===== config.mk =====
export PLATFORM = sky130hd
export DESIGN_NAME = serial_comparator_lsb
export DESIGN_NICKNAME = d
export VERILOG_FILES = /design/src/rtl/serial_comparator_lsb.sv
export SDC_FILE = /design/constraint.sdc
export NUM_CORES = 1
export LEC_CHECK = 0
export ABC_CLOCK_PERIOD_IN_PS = 3500
export CAP_MARGIN = 20
export CORE_MARGIN = 4
export CORE_UTILIZATION = 45
export DETAILED_ROUTE_END_ITERATION = 7
export PLACE_DENSITY = 0.75
export SYNTH_ARGS = -nofsm -noshare
export SYNTH_HDL_FRONTEND = slang
export SYNTH_SLANG_ARGS = --single-unit

===== constraint.sdc =====
create_clock -name clk -period 3.5 [get_ports clk]
set_input_delay 0.7 -clock clk [delete_from_list [all_inputs] [get_ports clk]]
set_output_delay 0.7 -clock clk [all_outputs]
set_load 0.005 [all_outputs]

===== src/rtl/serial_comparator_lsb.sv =====
// LSB-first bit-serial magnitude comparator, unsigned or two's-complement.
// A later (more significant) bit difference overrides any earlier one.
module serial_comparator_lsb #(
    parameter int WIDTH = 32
) (
    input  logic                     clk,
    input  logic                     reset,
    input  logic                     start,
    input  logic                     signed_mode,
    input  logic                     bit_valid,
    input  logic                     a_bit,
    input  logic                     b_bit,
    output logic                     busy,
    output logic                     done,
    output logic                     gt,
    output logic                     lt,
    output logic                     eq,
    output logic [$clog2(WIDTH)-1:0] bit_count
);
    localparam int CW = $clog2(WIDTH);
    localparam logic [CW-1:0] LAST = CW'(WIDTH - 1);

    typedef enum logic [1:0] {S_IDLE, S_RUN, S_DONE} state_t;

    state_t        r_state;
    state_t        w_next;
    logic [CW-1:0] r_cnt;
    logic          r_p;
    logic          r_q;
    logic          r_signed;
    logic          r_gt;
    logic          r_lt;
    logic          r_eq;

    logic w_last;
    logic w_take;
    logic w_ea;
    logic w_eb;
    logic w_diff;
    logic w_p_nx;
    logic w_q_nx;

    assign w_last = (r_cnt == LAST);
    assign w_take = (r_state == S_RUN) && bit_valid && !start;

    // On the sign bit of a signed compare a 1 means smaller, so the operand roles swap.
    assign w_ea   = (w_last && r_signed) ? b_bit : a_bit;
    assign w_eb   = (w_last && r_signed) ? a_bit : b_bit;
    assign w_diff = w_ea ^ w_eb;
    assign w_p_nx = w_diff ? w_ea : r_p;
    assign w_q_nx = w_diff ? w_eb : r_q;

    always_ff @(posedge clk or posedge reset) begin
        if (reset) begin
            r_state <= S_IDLE;
        end else begin
            r_state <= w_next;
        end
    end

    always_comb begin
        w_next = r_state;
        case (r_state)
            S_IDLE: begin
                if (start) w_next = S_RUN;
            end
            S_RUN: begin
                if (start)                w_next = S_RUN;
                else if (w_take && w_last) w_next = S_DONE;
            end
            S_DONE: begin
                w_next = start ? S_RUN : S_IDLE;
            end
            default: w_next = S_IDLE;
        endcase
    end

    always_comb begin
        busy      = (r_state == S_RUN);
        done      = (r_state == S_DONE);
        gt        = r_gt;
        lt        = r_lt;
        eq        = r_eq;
        bit_count = r_cnt;
    end

    // Start wins over any bit presented in the same cycle, in every state.
    always_ff @(posedge clk or posedge reset) begin
        if (reset) begin
            r_cnt    <= '0;
            r_p      <= 1'b0;
            r_q      <= 1'b0;
            r_signed <= 1'b0;
            r_gt     <= 1'b0;
            r_lt     <= 1'b0;
            r_eq     <= 1'b0;
        end else if (start) begin
            r_cnt    <= '0;
            r_p      <= 1'b0;
            r_q      <= 1'b0;
            r_signed <= signed_mode;
            r_gt     <= 1'b0;
            r_lt     <= 1'b0;
            r_eq     <= 1'b0;
        end else if (w_take) begin
            r_p <= w_p_nx;
            r_q <= w_q_nx;
            if (w_last) begin
                r_cnt <= '0;
                r_gt  <= w_p_nx;
                r_lt  <= w_q_nx;
                r_eq  <= ~w_p_nx & ~w_q_nx;
            end else begin
                r_cnt <= r_cnt + 1'b1;
            end
        end
    end
endmodule


Word level (Yosys, flattened, before mapping) --
Index checks and enable logic that the tools add are counted.
Storage, ports and cells: flip-flop bits (word level) 13, latch bits 0, bits in writable memories 0, memory bits (read-only) 0, input port bits 7, output and inout bits 10, word-level logic and storage cells 53, memories kept 0
Operators by class: add/sub/neg operators 1, multipliers 0, div/mod/pow operators 0, magnitude comparators 0, equality and inequality tests 5, shift-type cells 0, mux-type cells 25, bitwise gates (word level) 4, reductions and logical operators 10
Operators by type and width (number):
- $mux 1 | 18
- $mux 5 | 3
- $mux 2 | 3
- $pmux 2 s3 | 1
- $add 5x1->5 const B | 1
- $eq 5x5->1 const B | 1
- $logic_and 1x1->1 | 4
- $reduce_and 2->1 | 2
- $reduce_bool 2->1 | 2
- $ne 3x2->1 const B | 1
- $eq 2x1->1 const B | 1
- $eq 2x2->1 const B | 1
- $logic_not 2->1 | 1
- $ne 2x2->1 const B | 1
- $not 1->1 | 2
- $and 1x1->1 | 1
- $logic_not 1->1 | 1
- $xor 1x1->1 | 1

Depth between registers and ports, before layout --
Gate-level depths: netlist (run 1).
word-level depth 10, mapped depth 7, depth with buffers taken out 7

Least setup slack after synthesis (run 1) --
No wires, ideal clock.
kind reg2reg, start register r_cnt[0], in the netlist bit_count[0], end register r_eq, in the netlist eq, library setup time 0.122 ns, arrival time 1.655 ns, data required time 3.378 ns, path slack 1.723 ns, cell stages (with the launch flop) 8, buffers on the path 0, period minus slack after synthesis 1.777 ns, cells stage by stage dfrtp_1 -> ha_1 -> and3_1 -> ha_1 -> nand2_1 -> mux2i_1 -> o31ai_1 -> a32o_1
On the way: cells in the longest elaborated chain, start to end 10, elaborated cells on any way between the ends 15, classes of those cells eq/ne (1); mux (7); bitwise (4); reduce/logical (3)
Ends and longest elaborated chain:
- start, declared | RTL line 27 | logic [CW-1:0] r_cnt;
- start signal, assigned | RTL line 114 | r_cnt <= r_cnt + 1'b1;
- $eq 5x5->1 (*) | RTL line 43 | assign w_last = (r_cnt == LAST);
- $logic_and 1x1->1 | RTL line 47, 48
- $mux 1, on equally long branches | RTL line 47, 48
- $xor 1x1->1 | RTL line 49 | assign w_diff = w_ea ^ w_eb;
- $mux 1, on equally long branches | RTL line 50, 51
- $not 1->1 | RTL line 112 | r_eq <= ~w_p_nx & ~w_q_nx;
- $and 1x1->1 | RTL line 112
- $mux 1 | RTL line 108 | if (w_last) begin
- $mux 1 | RTL line 105 | end else if (w_take) begin
- $mux 1 | RTL line 97 | end else if (start) begin
- end signal, assigned | RTL line 112
- end, declared | RTL line 33 | logic r_eq;
Mark *: on every way between the ends. The rest lies on a longest branch, timed or not. The select of a mux whose other input is x is not followed. A chain may end at the register's enable or synchronous reset.

Worst setup path after layout (run 1) --
start register r_state[1], end output port busy
On the way: cells in the longest elaborated chain, start to end 1
Ends and longest elaborated chain:
- start, declared | RTL line 25 | state_t r_state;
- start signal, assigned | RTL line 57 | r_state <= w_next;
- $eq 2x1->1 | RTL line 79 | busy = (r_state == S_RUN);
- end, declared | RTL line 13 | output logic busy,
Every way passes these cells.

==> out/results.ini, run 1 <==
[worst_hold_path]
hold_path_startpoint=r_state[1]
hp-class=register to register

[pwr]
p_per_area_mw_per_mm2=354
leakagePower_nw=0.376
ir_worst_vdd_uv=220

[clock_network]
clock_latency_ps=290
cts-root-buf=clkbuf_4
ctsLongestPathBuffers=2
clk_pin_slew_ps=90
clock-sinks=13
cts.htree.levels=1
cts_resized=0
cts-hold-fix-buffers=0
cts_tree=built
post_cts_buffers=0
numCtsBuffers=3

[logic_synthesis]
syn_nets=67
synth.largest_area_cell=dfrtp_1
synth_most_common_cell=dfrtp_1
avgSynthCellArea_um2=11.2
async_flop_share_pct=100
ys_seq_elements=13
synth_common_cells=13 x dfrtp_1, 8 x nor2_1, 4 x mux2i_1, 4 x nand2_1, 4 x o31ai_1
ys_types=25
ys.flop_type=dfrtp_1
synth_edf_count=0
synth.area.top_cells=dfrtp_1 50%, mux2i_1 6.2%, nor2_1 4.6%
synthCells=58
netlist_area_um2=647
yosys_warnings=0
yosysTopAreaCellShare_pct=50.3
synth-seq-area-share_pct=50.3

[timing]
holdWs_ps=476
worst_slew_pin_slew_ps=500
clock_skew_ps=11.1
final-setup-viol-count=0
slew_viol_final=0
period_needed_ps=2150
rsz0062_at_grt=no
period_share_pct=61.6
clock.fmax_ghz=0.464
setup-tns-final_ps=0
slew_headroom_pct=66.6
hold_viol=0

[drt]
drtAntennaViolNets=0
firstDrtPassIters=4
wirelength_um=1290
drtIter0Drc=7
drc=0
vias_per_cell=5.51
wl_per_cell_um=14.1
num_vias=501

[finish]
area_delta_synth_final_pct=29.2
multi_input_area_um2=302
seq_area_um2=325
antenna-diode-count=0
drive_gt1_share_pct=9.21
fill_cells=126
final_nets=86

[floorplanning]
die_width_um=45.9
core-area_mm2=0.00133
die_area_mm2=0.00211
fp-row-count=13
start_util_pct=48.5
ios=17
die-height_um=45.9

[setup_path]
worst_ep_required_time_ps=2800
worst_setup_path_end_kind=output port
worstReg2RegStart=bit_count[1]
arrival_ps=1450
path_max_fanout=4
startpoint_type=register
cp_slowest_stage_delay_ps=510
worstPathCellList=and2b_1, clkdlybuf4s50_1
crit_type=register to output port
critPathLaunch=r_state[1]
cpMaxStageDelayCell=clkdlybuf4s50_1

[run_status]
status=complete, no violations

[placement]
hpwl_um=922
port_buffers=16
gp_congestion=0.747

[run]
maxCapViolCount=0

[grt]
grt_max_degree=14
first_global_vias=495
grtUsageTotal_pct=14.8
gr-total-overflow=0
antenna_found_initial=0
grt_pass1_wl_um=2190

[where the power goes]
| group | internal [W] | total (W) | switching [W] |
|---|---|---|---|
| logic | 0.0000197 | 0.0000381 | 0.0000184 |
| registers | 0.000156 | 0.000161 | 0.00000504 |
| clock network | 0.0000443 | 0.0000973 | 0.0000529 |
| total | 0.000220 | 0.000296 | 0.0000764 |
[cell families (layout without fill, tap and decap cells)]
logic type / after synthesis / after routing / share of synthesized area [%]
simple gates: 20 / 20 / 16.6
flops: 13 / 13 / 50.3
compound gates: 12 / 12 / 14.1
mux: 5 / 5 / 7.93
xor+xnor: 3 / 3 / 4.06
buf+inv: 3 / 21 / 3.09
fa+ha+maj: 2 / 2 / 3.87
[area by class of cell]
cell class	count	area share, %
Tap cell	15	2.25
Multi-Input combinational cell	42	36.1
Timing Repair Buffer	16	19.2
Clock buffer	4	3.14
Inverter	1	0.449
Sequential cell	13	38.9
[cells in the final DEF, fill, tap and decap left out, types with 2 or more instances in the layout]
| cell type | instances |
|---|---|
| a21oi_1 | 2 |
| clkdlybuf4s50_1 | 16 |
| o31ai_1 | 4 |
| xor2_1 | 2 |
| nand2_1 | 4 |
| dfrtp_1 | 13 |
| clkbuf_4 | 3 |
| nor2_1 | 8 |
| and2b_1 | 2 |
| a211oi_1 | 2 |
| ha_1 | 2 |
| mux2i_1 | 4 |
[critical path: cells and delay by family (launching register included)]
family                 cells  cell delay (ps)
buffers and inverters      1              510
flip-flops                 1              400
AND/OR/NAND/NOR            1              250
[path summary, 6_finish.rpt]
kind	endpoint	slack (ps)	cells after the start
max	busy	1350	2
min	r_state[0]	480	1
max reg2reg	eq	1620	7
min reg2reg	r_state[0]	480	1
max in group asynchronous	bit_count[2]	2430	2
min in group asynchronous	bit_count[1]	720	2
[state kept, by name, summed over array words and instances (netlist names)]
register and flops:
bit_count 5, eq 1, gt 1, lt 1
r_p 1, r_q 1, r_signed 1, r_state 2
[metrics by stage]
stage                     util, %  total power, W  worst slack [ps]  cells  area [um^2]
after floorplan                 -        0.000185              1720     58          647
after global placement       60.7        0.000201              1400     87          810
after detailed placement     60.7        0.000201              1330     87          810
after CTS                    62.7        0.000299              1340     91          836
after global routing         62.7        0.000310              1290     91          836
final                        62.7        0.000296              1350     91          836
[metal layers]
metal / wire [um] / part of all wire, % / vias up / GRT usage (%)
li1: - / - / 243 / -
met1: 582 / 45 / 233 / 18.3
met2: 586 / 46 / 23 / 21.7
met3: 114 / 8.9 / 2 / 7.11
met4: 4 / 0.31 / 0 / 6.25
met5: 0 / 0 / - / 0
No activity file was read; power rests on OpenSTA's default activity.
==> run 2, diff against run 1 <==
--- a/config.mk
+++ b/config.mk
@@ -5,12 +5,12 @@
 export SDC_FILE = /design/constraint.sdc
 export NUM_CORES = 1
 export LEC_CHECK = 0
-export ABC_CLOCK_PERIOD_IN_PS = 3500
+export ABC_CLOCK_PERIOD_IN_PS = 1800
 export CAP_MARGIN = 20
 export CORE_MARGIN = 4
-export CORE_UTILIZATION = 45
+export CORE_UTILIZATION = 41
 export DETAILED_ROUTE_END_ITERATION = 7
-export PLACE_DENSITY = 0.75
+export PLACE_DENSITY = 0.72
 export SYNTH_ARGS = -nofsm -noshare
 export SYNTH_HDL_FRONTEND = slang
 export SYNTH_SLANG_ARGS = --single-unit
==> constraint.sdc (replaced) <==
create_clock -name clk -period 1.8 [get_ports clk]
set_input_delay 0.36 -clock clk [delete_from_list [all_inputs] [get_ports clk]]
set_output_delay 0.36 -clock clk [all_outputs]
set_load 0.005 [all_outputs]
==> run 2 against run 1 <==
  * Combinational power is 150% higher
  * First-iteration DRC count is 43% higher
  * Die area is 8.0% higher
  * Non-clock buffer count is 8 higher
  * Sequential power is 93% higher
  * Wire length is 9.6% higher
  * Worst hold slack worse by 63 ps
  * Cell count is 9.9% higher
==> out/results.ini, run 2 (same netlist as run 1, synthesis figures left out) <==
[finish]
antenna-diode-count=0
final_cell_mix=15 x clkdlybuf4s50_1, 13 x dfrtp_1, 8 x nor2_1, 8 x buf_4, 4 x mux2i_1
finish.instance_area_um2=913
final_nets=94
drive_gt1_share_pct=23.8
final_common_cell=clkdlybuf4s50_1
largest_register_ff_count=5
area_delta_synth_final_pct=41.2
fill_cells=146

[floorplanning]
die_area_mm2=0.00228
die-height_um=47.7
fp-row-count=14
core-area_mm2=0.00151
ios=17
die_width_um=47.7
start_util_pct=42.9

[drt]
drtAntennaViolNets=0
wirelength_um=1410
num_vias=539
wl_per_cell_um=14.1
drc=0
vias_per_cell=5.39
firstDrtPassIters=5
drtIter0Drc=10

[placement]
hpwl_um=1050
pre_cts_ws_ps=36.8
gp_congestion=0.721
port_buffers=16
dpl-instance-area_um2=856

[grt]
grt_max_degree=14
grt_pass1_wl_um=2230
first_global_vias=503
antenna_found_initial=0
grtUsageTotal_pct=14.2
gr-total-overflow=0

[timing]
clock.fmax_ghz=0.573
slew_headroom_pct=65.4
setup-tns-final_ps=0
slew_viol_final=0
period_share_pct=96.9
period_needed_ps=1740
worst_slew_pin_slew_ps=518
clock_skew_ps=4.91
setup_slack_ps=55.1
final-setup-viol-count=0
hold_viol=0

[clock_network]
cts-root-buf=clkbuf_4
cts.htree.levels=1
clock-sinks=13
clock_latency_ps=280
clk_pin_slew_ps=80
cts_tree=built
ctsLongestPathBuffers=2
numCtsBuffers=3

[setup_path]
startpoint_type=register
worst_setup_path_end_kind=register
arrival_ps=1910
crit_type=register to register
cp_slowest_stage_delay_ps=400
r2r_cells=7
worstPathCellList=ha_2, and3_1, ha_2, nand2_2, mux2i_1, o31ai_2, a32o_1
reg2reg_slack_ps=60
crit_top_cell=ha_2
critPathTopFamily=flip-flops
cpMaxStageDelayCell=dfrtp_1
worst_ep_required_time_ps=1960
path_max_fanout=3
worstReg2RegStart=bit_count[0]
regToRegEndpoint=eq
crit_buf_inv=0

[pwr]
cellInternalPower_w=0.000440
p_per_area_mw_per_mm2=642
leakagePower_nw=0.412
switching_share_pct=25.0
p_sw_w=0.000146
clkPwrFrac_pct=30.9
comb_power_share_pct=16.1
ir_worst_vdd_uv=381
p_seq_share_pct=53.1

[worst_hold_path]
hp-class=primary input to async pin

[run_status]
status=complete, no violations

[run]
maxCapViolCount=0

-- run 2: area by class of cell --
class	instances	area, um^2	area share [%]
Sequential cell	13	325	35.6
Inverter	1	3.75	0.411
Multi-Input combinational cell	42	315	34.5
Timing Repair Buffer	24	223	24.4
Tap cell	16	20.0	2.19
Clock buffer	4	26.3	2.88
-- run 2: through the flow --
step / instances / hold WS (ps) / utilization (%) / total power (W)
finish: 100 / 414 / 60.6 / 0.000586
global route: 100 / 455 / 60.6 / 0.000615
CTS: 99 / 423 / 59.1 / 0.000587
detailed placement: 94 / 469 / 56.8 / 0.000405
global placement: 94 / 455 / 56.8 / 0.000402
floorplan: 58 / 237 / - / 0.000360
-- run 2: timing repair --
action	4_1_cts	5_1_grt
setup endpoints to repair	1	6
buffers inserted	1	1
resized for setup	1	5
endpoints found under the hold margin	0	0
cloned	0	0
pin swaps	0	2
hold buffers	0	0
-- run 2: worst max path at each step --
stage                       startpoint  endpoint  depth (start not counted)
after floorplan           bit_count[0]        eq                          7
after global placement           a_bit        eq                          4
after detailed placement  bit_count[0]        eq                          7
after CTS                 bit_count[0]        eq                          7
after global routing      bit_count[0]        eq                          7
final                     bit_count[0]        eq                          7
-- run 2: layer usage --
| layer | GRT usage, % | up-vias | wire [um] |
|---|---|---|---|
| met5 | 0 | - | 0 |
| met4 | 6.45 | 0 | 10 |
| met3 | 3.38 | 2 | 80 |
| met2 | 24.3 | 15 | 704 |
| met1 | 16.6 | 263 | 615 |
| li1 | - | 259 | - |
-- run 2: power groups by stage --
stage	clock, W	combinational, W	sequential (W)
after floorplan	0	0.0000430	0.000317
after global placement	0	0.0000874	0.000315
after detailed placement	0	0.0000887	0.000316
after CTS	0.000187	0.0000894	0.000310
after global routing	0.000201	0.000101	0.000312
final	0.000181	0.0000942	0.000311
